`src/rtl/sirv_gnrl_elastic_buf.sv`:
```
// DP-deep, DW-wide elastic pipeline buffer with valid/ready on both sides.
// Circular storage, dedicated occupancy counter, optional registered-ready mode and synchronous flush.
module sirv_gnrl_elastic_buf #(
  parameter int DW        = 32,
  parameter int DP        = 2,
  parameter int CUT_READY = 1,
  localparam int CW       = $clog2(DP + 1)
) (
  input  logic          clk,
  input  logic          rst_n,
  input  logic          i_vld,
  output logic          i_rdy,
  input  logic [DW-1:0] i_dat,
  output logic          o_vld,
  input  logic          o_rdy,
  output logic [DW-1:0] o_dat,
  input  logic          flush,
  output logic [CW-1:0] cnt
);

  localparam int PW = (DP > 1) ? $clog2(DP) : 1;

  logic [DW-1:0] mem_q [DP];
  logic [DW-1:0] mem_d [DP];
  logic [PW-1:0] rptr_q, rptr_d;
  logic [PW-1:0] wptr_q, wptr_d;
  logic [CW-1:0] cnt_q, cnt_d;
  logic          full;
  logic          empty;
  logic          push;
  logic          pop;

  // With DP=1 the compare against DP-1 is against 0, so pointers stay at 0.
  function automatic logic [PW-1:0] ptr_inc(input logic [PW-1:0] p);
    return (p == PW'(DP - 1)) ? '0 : p + PW'(1);
  endfunction

  always_comb begin
    full  = (cnt_q == CW'(DP));
    empty = (cnt_q == '0);
    o_vld = ~empty;
    o_dat = mem_q[rptr_q];
    cnt   = cnt_q;
    if (CUT_READY != 0) begin
      i_rdy = ~full & ~flush;
    end else begin
      i_rdy = (~full | o_rdy) & ~flush;
    end
    push = i_vld & i_rdy;
    pop  = o_vld & o_rdy;
  end

  always_comb begin
    rptr_d = rptr_q;
    wptr_d = wptr_q;
    cnt_d  = cnt_q;
    for (int i = 0; i < DP; i++) begin
      mem_d[i] = mem_q[i];
      if (push && (wptr_q == PW'(i))) begin
        mem_d[i] = i_dat;
      end
    end
    // Flush wins over any pop in the same cycle; storage contents are left as-is.
    if (flush) begin
      rptr_d = '0;
      wptr_d = '0;
      cnt_d  = '0;
    end else begin
      if (push) begin
        wptr_d = ptr_inc(wptr_q);
      end
      if (pop) begin
        rptr_d = ptr_inc(rptr_q);
      end
      case ({push, pop})
        2'b10:   cnt_d = cnt_q + CW'(1);
        2'b01:   cnt_d = cnt_q - CW'(1);
        default: cnt_d = cnt_q;
      endcase
    end
  end

  always_ff @(posedge clk or negedge rst_n) begin
    if (!rst_n) begin
      rptr_q <= '0;
      wptr_q <= '0;
      cnt_q  <= '0;
      for (int i = 0; i < DP; i++) begin
        mem_q[i] <= '0;
      end
    end else begin
      rptr_q <= rptr_d;
      wptr_q <= wptr_d;
      cnt_q  <= cnt_d;
      for (int i = 0; i < DP; i++) begin
        mem_q[i] <= mem_d[i];
      end
    end
  end

  a_cnt_bound : assert property (@(posedge clk) disable iff (!rst_n)
    cnt_q <= CW'(DP));

  a_ptr_consistent : assert property (@(posedge clk) disable iff (!rst_n)
    wptr_q == PW'((int'(rptr_q) + int'(cnt_q)) % DP));

  a_no_overflow : assert property (@(posedge clk) disable iff (!rst_n)
    !(push && full && !(pop && (CUT_READY == 0))));

endmodule
```
`config.mk`:
```
export PLATFORM = sky130hd
export DESIGN_NAME = sirv_gnrl_elastic_buf
export DESIGN_NICKNAME = d
export VERILOG_FILES = /design/src/rtl/sirv_gnrl_elastic_buf.sv
export SDC_FILE = /design/constraint.sdc
export NUM_CORES = 1
export LEC_CHECK = 0
export CORE_AREA = 2 2 81 83
export CTS_CLUSTER_SIZE = 20
export DETAILED_ROUTE_END_ITERATION = 6
export DIE_AREA = 0 0 83 85
export DONT_BUFFER_PORTS = 1
export PLACE_DENSITY_LB_ADDON = 0.12
export SKIP_CTS_REPAIR_TIMING = 1
export SLEW_MARGIN = 10
export SYNTH_ARGS = -nofsm -noshare
export SYNTH_HDL_FRONTEND = slang
export SYNTH_SLANG_ARGS = --single-unit
export TNS_END_PERCENT = 20
```
`constraint.sdc`:
```
create_clock -name clk -period 1.9 [get_ports clk]
set_clock_uncertainty 0.15 [all_clocks]
set_input_delay 0.095 -clock clk [delete_from_list [all_inputs] [get_ports clk]]
set_output_delay 0.095 -clock clk [all_outputs]
set_load 0.02 [all_outputs]
```
Word-level counts from Yosys, hierarchy flattened
Index checks and enable logic that the tools add are counted.
{"block": "word_totals", "ff_bits": 68, "latchBits": 0, "mem_bits_rw": 0, "rom_bits": 0, "inputBits": 37, "elab_cells": 38, "memories": 0}
{"block": "op_classes", "addsub": 4, "multipliers": 0, "div": 0, "n_lt_le_gt_ge": 1, "n_eq_ne": 3, "shifts": 0, "n_mux": 11, "bitwise_logic": 8, "reduce_logical": 6}
{"cell": "32-bit 2-to-1 mux", "count": 3}
{"cell": "1-bit 2-to-1 mux", "count": 6}
{"cell": "2-bit equality test (second input constant)", "count": 2}
{"cell": "1-bit NOT", "count": 4}
{"cell": "2-bit one-hot mux with 2 select lines", "count": 1}
{"cell": "2-bit nonzero test", "count": 2}
{"cell": "1-bit bitwise AND", "count": 3}
{"cell": "3-bit nonzero test", "count": 1}
{"cell": "1-bit adder (second input constant)", "count": 2}
{"cell": "2-bit by 1-bit adder with 2-bit output (second input constant)", "count": 1}
{"cell": "2-bit by 1-bit equality test with 1-bit output (second input constant)", "count": 1}
{"cell": "2-bit >= comparator (second input constant)", "count": 1}
{"cell": "1-bit logical AND", "count": 2}
{"cell": "2-bit zero test", "count": 1}
{"cell": "2-bit 2-to-1 mux", "count": 1}
{"cell": "1-bit NOT with 2-bit output", "count": 1}
{"cell": "2-bit by 1-bit subtractor with 2-bit output (second input constant)", "count": 1}

Depth between registers and ports, before layout
Gate-level depths: netlist of the first run.
{"block": "depth", "word_depth": 7, "ltp_mapped": 4, "ltp_nobuf": 3}

Worst setup path after synthesis of the first run
No wires, ideal clock.
{"block": "synth_path", "path_kind": "flip-flop to flip-flop", "startpoint": "register cnt_q[0] (netlist: cnt[0])", "endpoint": "register mem_q[33] (netlist bit)", "setup_time_ns": 0.125, "arrival_ns": 1.571, "setup_slack_ns": 0.054, "stages_incl_launch_ff": 5, "cell_sequence": "dfrtp_1 -> and2b_1 -> nor4_4 -> buf_6 -> mux2_2"}
{"block": "synth_between", "elab_chain_len": 5}
{"element": "from (decl)", "line_no": "27", "source": "logic [CW-1:0] cnt_q, cnt_d;"}
{"element": "from (signal assigned)", "line_no": "94", "source": "cnt_q <= cnt_d;"}
{"element": "2-bit equality test", "line_no": "39", "source": "full = (cnt_q == CW'(DP));"}
{"element": "1-bit NOT"}
{"element": "1-bit bitwise AND", "line_no": "45", "source": "i_rdy = ~full & ~flush;"}
{"element": "1-bit bitwise AND", "line_no": "49", "source": "push = i_vld & i_rdy;"}
{"element": "1-bit logical AND", "line_no": "59", "source": "if (push && (wptr_q == PW'(i))) begin"}
{"element": "to (signal, indexed assignment)", "line_no": "96", "source": "mem_q[i] <= mem_d[i];"}
{"element": "to (decl)", "line_no": "23", "source": "logic [DW-1:0] mem_q [DP];"}
Every way passes these cells.
A chain may end at the register's enable or synchronous reset.

Worst setup path after layout of the first run
{"block": "layout_path", "startpoint": "register cnt_q[0] (netlist: cnt[0])", "endpoint": "register mem_q[50] (netlist bit)"}
Same word-level chain as after synthesis.

==> impl_metrics.yaml, run 1 <==
floorplan:
  dieArea_sq_um: 7060
  core-area_sq_um: 6200
  rows: 29
  die_h_microns: 85
  pin_count: 73
  die_w_microns: 83
  start_util_pct: 48.4
power:
  swShare_pct: 30.3
  p_per_area_nw_per_um2: 1090
  switchingPower_mw: 1.22
  power.leakage_nw: 1.55
  max-vdd-ir-drop_uv: 636
  internal_power_mw: 2.80
  finalPower_mw: 4.02
  p_clk_share_pct: 25.7
  seq_power_share_pct: 48.7
  pwr-share-comb_pct: 25.6
detailed_routing:
  wire_per_inst_microns: 17.7
  dr.pass1.iters: 4
  drt-met1-wl_mm: 2.38
  route.met3.wl_microns: 300
  top_layer_used: "met4"
  final_antenna_net_count: 0
  drt-total-wl_mm: 5.72
  vias: 1732
  drcViolationCount: 0
  met2_length_mm: 2.95
  drt_iter0_markers: 45
  viasPerCell: 5.35
grt:
  grt_max_degree: 69
  grt_pass1_vias: 1825
  grt_overflow: 0
  grt_util_all_layers_pct: 16.7
  grt_pass1_wl_mm: 9.25
  antenna_found_initial: 0
finish:
  nets: 279
  diodes: 0
  syn_to_final_growth_pct: 22.9
  seq_area_sq_um: 1700
  n_fill_cell: 480
  mostFrequentLayoutCells: "mux2_2 (94), dfrtp_1 (68), dlygate4sd3_1 (36)"
  multi_input_area_sq_um: 1230
  layout-drive-gt1-share_pct: 49.4
  final_common_cell: "mux2_2"
synth:
  synth_fp_nets: 233
  ys_ff_latch: 68
  synth_cells: 196
  yosysUniqueCellTypes: 22
  postSynthAreaPerCell_sq_um: 15.3
  netlist.area_leader.share_pct: 56.7
  yosysTopAreaCell: "dfrtp_1"
  ys.warnings.count: 0
  ys.flop_type: "dfrtp_1"
  async_reset_ff_share_pct: 100
  synth_edf_count: 0
  synth_area_sq_um: 3000
  synthTopCellsByArea: "dfrtp_1 (57%), mux2_2 (35%), buf_6 (1.1%)"
  ys_seq_area_share_pct: 56.7
setup_path:
  rr_startpoint: "cnt[0]"
  critPathKind: "register to register"
  r2r-end: "mem_q[50]"
  start_kind: "register"
  crit_family: "simple AND/OR/NAND/NOR gates"
  cpMaxStageDelayCell: "dfrtp_1"
  worst-path-buf-inv: 1
  reg2reg_slack_ns: 0.06
  critPathArrivalTime_ns: 1.90
  max_stage_delay_ns: 0.42
  worst-endpoint-required_ns: 1.96
  crit_fanout: 14
  worstRegToRegCells: 4
  endpoint_kind: "register"
  crit_chain: "and2b_1 > nor4_4 > buf_4 > mux2_2"
min_path:
  worstHoldEndpoint: "mem_q[53]"
  holdCritPathClass: "input pin to register"
  worstHoldStart: "flush"
  hold_depth: 3
clocking:
  cts-htree-levels: 3
  clk_pin_slew_worst_paths_ns: 0.07
  cts_tree: "built"
  clock_latency_ns: 0.33
  root_buffer: "clkbuf_8"
  cts_buffers: 9
  numClockSinks: 68
  clockBufferDepth: 2
sta:
  max_freq_mhz: 545
  setup_slack_ns: 0.0638
  hold_violations: 0
  maxSlewHeadroom_pct: 74.5
  setup_viol: 0
  slew_viol_final: 0
  min_period_ns: 1.84
  period_share_pct: 96.6
  tightest_slew_ns: 0.382
placed_design:
  io_buffers: 0
  routabilityCongestion: 0.750
  dp_hpwl_mm: 3.85
  place_ws_ns: 0.0999
job:
  cap_violations: 0
status:
  outcome: "complete, no violations"
==> power by group through the flow <==
| stage | registers, mW | clock network [mW] | logic, mW |
|---|---|---|---|
| finish | 1.96 | 1.03 | 1.03 |
| global placement | 1.95 | 0 | 0.904 |
| global route | 2.00 | 1.15 | 1.11 |
| floorplan | 1.93 | 0 | 0.830 |
| detailed placement | 1.99 | 0 | 0.935 |
| CTS | 1.96 | 1.08 | 0.937 |
==> metrics by stage <==
| step | hold slack [ns] | setup TNS, ns | std cells | utilization, % | area (sq um) |
|---|---|---|---|---|---|
| floorplan | -0.351 | 0 | 196 | - | 3000 |
| global placement | -0.349 | 0 | 271 | 50.2 | 3120 |
| CTS | -0.718 | 0 | 287 | 53.1 | 3290 |
| detailed placement | -0.349 | 0 | 271 | 50.2 | 3120 |
| global route | 0.0668 | -0.00320 | 324 | 59.4 | 3690 |
| finish | 0.0737 | 0 | 324 | 59.4 | 3690 |
==> flip-flops by register name, indices dropped and copies added (netlist names) <==
| register | cells |
|---|---|
| mem_q | 64 |
| cnt | 2 |
| rptr_q | 1 |
| wptr_q | 1 |
==> worst max path at each step <==
stage                 from         to  slack, ns  depth (start not counted)
finish              cnt[0]  mem_q[50]       0.06                          4
global route        cnt[0]  mem_q[45]     -0.003                          4
CTS                 cnt[0]  mem_q[33]       0.08                          4
detailed placement  cnt[0]  mem_q[33]        0.1                          4
global placement    cnt[0]  mem_q[59]       0.19                          4
floorplan           cnt[0]  mem_q[33]       0.05                          4
==> worst reg2reg max path, cell delays in order (launching register included) <==
cell and delay [ns]:
dfrtp_1 0.42, and2b_1 0.26, nor4_4 0.22, buf_4 0.30
mux2_2 0.37
==> Yosys cell counts (2+ instances only) <==
cell      number
o21ai_0        2
clkbuf_1       3
buf_6          3
nor2_1         2
a21oi_1        4
buf_2          4
mux2_1         2
mux2_2        94
or2_2          2
dfrtp_1       68
==> routing by layer <==
metal / vias to the layer above / GRT usage (%)
li1: 795 / -
met1: 881 / 19.7
met2: 47 / 28.1
met3: 9 / 5.74
met4: 0 / 7.15
met5: - / 0
==> kinds of logic (layout without fill, tap and decap cells) <==
family,after synthesis,after routing,share of synthesized area [%]
xor gates and xnor gates,1,1,0.292
buffers and inverters,11,62,2.29
muxes,97,97,36.4
and+or+nand+nor,11,11,2.84
DFF,68,68,56.7
AOI/OAI and AO/OA,8,8,1.50
==> final cells by class <==
type,count,area share [%]
clock inverters,6,1.09
flip-flops and latches,68,46.2
repair buffers,45,12.9
multi-input cells,117,33.4
well taps,77,2.61
inverters,1,0.102
clock buffers,10,3.73
No activity file was read; power rests on OpenSTA's default activity.
==> run 2: changes to the inputs <==
- ABC_AREA: not set -> 1
- CORE_AREA: 2 2 81 83 -> 2 2 82 84
- DIE_AREA: 0 0 83 85 -> 0 0 84 86
- SKIP_CTS_REPAIR_TIMING: 1 -> not set
==> run 2 against run 1 <==
  * Routed wire length rose by 29%
  * Flip-flop and latch count did not move
  * Count of clock-buffer cells in the layout rose by 3
  * Clock power barely moved
  * Via count rose by 57%
==> impl_metrics.yaml, run 2 <==
sta:
  tightest_slew_ns: 0.365
  fin_setup_tns_ns: 0
  max_freq_mhz: 559
  hold_violations: 0
  rsz0062_at_grt: "no"
  maxSlewHeadroom_pct: 75.7
  min_period_ns: 1.79
  setup_viol: 0
  hold_ws_ns: 0.153
  period_share_pct: 94.2
  slew_viol_final: 0
synth:
  ys.warnings.count: 0
  synth_area_sq_um: 3080
  async_reset_ff_share_pct: 100
  synth_top_cells_by_count: "nand2_1 (134), o21ai_0 (98), dfrtp_1 (68)"
  synth_edf_count: 0
  ys_ff_latch: 68
  synthTopCellsByArea: "dfrtp_1 (55%), nand2_1 (16%), o21ai_0 (16%)"
  synth_fp_nets: 414
  yosysUniqueCellTypes: 19
  postSynthAreaPerCell_sq_um: 8.18
  post-synth-top-count-cell: "nand2_1"
  yosysTopAreaCell: "dfrtp_1"
  ys.flop_type: "dfrtp_1"
  netlist.area_leader.share_pct: 55.2
  synth_cells: 377
  ys_seq_area_share_pct: 55.2
grt:
  grt_pass1_vias: 2819
  grt_util_all_layers_pct: 22.0
  grt_overflow: 0
  grt_max_degree: 69
  grt_pass1_wl_mm: 12.8
  antenna_found_initial: 0
power:
  power.leakage_nw: 1.93
  p_per_area_nw_per_um2: 1460
  max-vdd-ir-drop_uv: 767
finish:
  top_register: "mem_q"
  largest_reg_flops: 64
  utilization_pct: 64.4
  nets: 492
  layout-drive-gt1-share_pct: 14.8
  final_common_cell: "nand2_1"
  instances_no_fill: 536
  syn_to_final_growth_pct: 31.0
  diodes: 0
  mostFrequentLayoutCells: "nand2_1 (134), o21ai_0 (98), dfrtp_1 (67)"
min_path:
  holdCritPathClass: "input pin to async pin"
clocking:
  cts-htree-levels: 3
  clock_latency_ns: 0.34
  numClockSinks: 68
  cts_tree: "built"
  clk_pin_slew_worst_paths_ns: 0.07
  cts_buffers: 9
  root_buffer: "clkbuf_8"
  clockBufferDepth: 2
setup_path:
  crit_fanout: 20
  crit_family: "flip-flops"
  critPathKind: "register to primary output"
  start_kind: "register"
  worst-path-buf-inv: 2
  crit_chain: "buf_4 > nand2_1 > o21ai_0 > buf_4"
  cpMostUsedCell: "buf_4"
  cpMaxStageDelayCell: "dfrtp_2"
  critPathArrivalTime_ns: 1.54
  worst-endpoint-required_ns: 1.65
  max_stage_delay_ns: 0.59
  endpoint_kind: "primary output"
placed_design:
  dp.cells: 477
  dp_hpwl_mm: 4.57
  io_buffers: 0
  routabilityCongestion: 0.713
detailed_routing:
  met2_length_mm: 3.74
  route.met3.wl_microns: 366
  final_antenna_net_count: 0
  dr.pass1.iters: 4
  vias: 2711
  viasPerCell: 5.06
  drcViolationCount: 0
  drt-met1-wl_mm: 3.13
  drt_iter0_markers: 166
  drt-total-wl_mm: 7.39
  wire_per_inst_microns: 13.8
  top_layer_used: "met4"
job:
  cap_violations: 0
floorplan:
  dieArea_sq_um: 7220
  start_util_pct: 49.1
  rows: 29
  core-area_sq_um: 6280
  die_h_microns: 86
  die_w_microns: 84
  pin_count: 73
status:
  outcome: "complete, no violations"
## run 2: cell count changes after synthesis, sizes merged, moves of 5 or more
| cell | delta |
|---|---|
| clkbuf | +10 |
| inv | +37 |
| mux2 | -96 |
| nand2 | +135 |
| nand3 | +5 |
| o21ai | +97 |
## run 2: cells by family (layout without fill, tap and decap cells)
kind of cell	Yosys count	count (layout)	share of synthesized area [%]
flip-flops	68	68	55.2
AND/OR/NAND/NOR	147	147	19.5
XOR/XNOR	1	1	0.284
buffers and inverters	60	142	8.64
AO/OA/AOI/OAI	101	101	16.4
## run 2: final timing paths
path                            from         to  slack [ns]  cells past startpoint
max                           rptr_q  o_dat[19]        0.11                      4
min                            rst_n  mem_q[63]        0.15                      2
max reg2reg                   cnt[0]  mem_q[23]        0.15                      7
min reg2reg                mem_q[24]  mem_q[24]        0.35                      2
max in group asynchronous      rst_n  mem_q[49]        1.16                      2
min in group clk           i_dat[10]  mem_q[10]        0.29                      3
## run 2: layout make-up
class	instances	area [sq um]
sequential	68	1700
clock buffer	13	159
clock inverter	2	10.0
tap	77	96.3
timing repair buffer	89	813
fill	557	2240
inverter	38	143
multi-input combinational	249	1120
## run 2: what timing repair did
action	in CTS	in global routing
gates resized for setup	0	1
endpoints found under the setup margin	0	5
hold buffers	42	0
hold endpoints to repair	136	0
setup buffers	0	2
## run 2: power by group
| part | total [mW] | internal [mW] | switching, mW |
|---|---|---|---|
| Sequential | 2.39 | 2.11 | 0.286 |
| Clock | 1.05 | 0.535 | 0.519 |
| Combinational | 2.46 | 0.971 | 1.49 |
| Total | 5.91 | 3.61 | 2.29 |
## run 2: per-stage QoR
stage,instance area (sq um),setup slack [ns],power (mW)
after global placement,3420,0.440,4.69
after floorplan,3080,0.271,3.86
after global routing,4040,0.0105,6.37
final,4040,0.111,5.91
after CTS,4030,0.0118,5.94
after detailed placement,3420,0.404,4.76
## run 2: layer usage
layer	global-route usage, %	vias up
met5	0	-
met4	9.68	0
met3	4.33	15
met2	38.5	71
met1	26.6	1276
li1	-	1349
==> run 3: changes to the inputs <==
- BUFFER_PORTS_ARGS: not set -> -buffer_cell sky130_fd_sc_hd__buf_4
- DONT_BUFFER_PORTS: 1 -> not set
==> run 3 against run 2 <==
  * Setup slack got worse by 0.024 ns
  * Highest routed layer unchanged
  * Sequential share of layout area fell by 2.2 points
  * Combinational power grew 2%
  * Core utilization is 3.7 points higher
==> impl_metrics.yaml, run 3 (synthesis results as in run 2) <==
floorplan:
  rows: 29
  pin_count: 73
  dieArea_sq_um: 7220
  core-area_sq_um: 6280
  die_w_microns: 84
  start_util_pct: 49.1
  die_h_microns: 86
sta:
  rsz0062_at_grt: "no"
  period_share_pct: 95.4
  setup_viol: 0
  hold_violations: 0
  slew_viol_final: 0
  fin_setup_tns_ns: 0
  maxSlewHeadroom_pct: 63.5
  min_period_ns: 1.81
  tightest_slew_ns: 0.547
  hold_ws_ns: 0.0444
  max_freq_mhz: 551
power:
  power.leakage_nw: 2.09
  max-vdd-ir-drop_uv: 748
  finalPower_mw: 5.98
  p_per_area_nw_per_um2: 1400
setup_path:
  rr_startpoint: "cnt[0]"
  reg2reg_slack_ns: 0.25
  crit_end: "o_dat[17]"
  critPathArrivalTime_ns: 1.57
  cp-startpoint: "rptr_q"
  start_kind: "register"
  critPathKind: "register to primary output"
  worst-endpoint-required_ns: 1.65
  crit_fanout: 21
  worstRegToRegCells: 7
  r2r-end: "mem_q[11]"
  endpoint_kind: "primary output"
grt:
  grt_overflow: 0
  grt_util_all_layers_pct: 20.9
  grt_max_degree: 42
  grt_pass1_wl_mm: 11.9
  grt_pass1_vias: 2571
  antenna_found_initial: 0
placed_design:
  dp.cells: 515
  routabilityCongestion: 0.825
  dp_hpwl_mm: 4.60
  io_buffers: 72
finish:
  top_register: "mem_q"
  final_common_cell: "nand2_1"
  diodes: 0
  mostFrequentLayoutCells: "nand2_1 (134), o21ai_0 (98), buf_4 (78)"
  largest_reg_flops: 64
  nets: 521
  layout-drive-gt1-share_pct: 21.1
  syn_to_final_growth_pct: 38.5
  instances_no_fill: 564
clocking:
  numClockSinks: 68
  clockBufferDepth: 2
  cts_tree: "built"
  post-cts-setup-buffers: 0
  root_buffer: "clkbuf_8"
  clock_latency_ns: 0.33
  clk_pin_slew_worst_paths_ns: 0.06
  cts_buffers: 9
  cts-htree-levels: 3
min_path:
  holdCritPathClass: "input pin to register"
detailed_routing:
  final_antenna_net_count: 0
  drt_iter0_markers: 206
  drcViolationCount: 0
  vias: 2757
  drt-total-wl_mm: 7.09
  wire_per_inst_microns: 12.6
  dr.pass1.iters: 4
  viasPerCell: 4.89
job:
  cap_violations: 0
status:
  outcome: "complete, no violations"
==> run 3: metrics by stage <==
step	instance area (sq um)	setup slack [ns]	utilization, %
after detailed placement	3740	0.259	59.6
after CTS	4270	0.0502	68.0
after global routing	4270	0.00680	68.0
after floorplan	3080	0.271	-
final	4270	0.0866	68.0
after global placement	3740	0.326	59.6
==> run 3: cell type report <==
cell class                 instances  area, sq um
clock buffer                      12          165
fill                             501         2010
timing repair buffer             118         1040
clock inverter                     2         10.0
inverter                          38          143
multi-input combinational        249         1120
sequential                        68         1710
tap                               77         96.3
==> run 3: layer usage <==
metal,track usage [%],up-vias,wire length (microns)
li1,-,1401,-
met1,27.3,1274,3160
met2,34.0,75,3440
met3,5.87,7,412
met4,7.04,0,80
met5,0,-,0
==> run 3: critical path: stages (launching register included) <==
cell	delay, ns
dfrtp_4	0.58
buf_4	0.24
o21ai_0	0.23
buf_4	0.18
==> run 3: power breakdown <==
| group | switching [mW] | total (mW) | leakage (nW) | internal (mW) |
|---|---|---|---|---|
| clock network | 0.506 | 1.07 | 0.0941 | 0.562 |
| registers | 0.291 | 2.40 | 0.844 | 2.11 |
| logic | 1.49 | 2.51 | 1.15 | 1.02 |
| total | 2.28 | 5.98 | 2.09 | 3.69 |
==> run 3: how the worst min path moves through the flow <==
stage,startpoint,to,slack [ns],depth (start not counted)
final,i_vld,cnt[1],0.04,4
after CTS,i_vld,cnt[1],0.04,4
after global routing,i_vld,cnt[1],0.06,4
after global placement,rst_n,mem_q[51],-0.03,1
after detailed placement,rst_n,cnt[1],-0.03,1
after floorplan,rst_n,cnt[0],-0.35,0
==> run 3: what timing repair did <==
action	CTS	global route
hold buffers	35	0
endpoints found under the setup margin	0	8
endpoints found under the hold margin	106	0
resized for setup	0	1
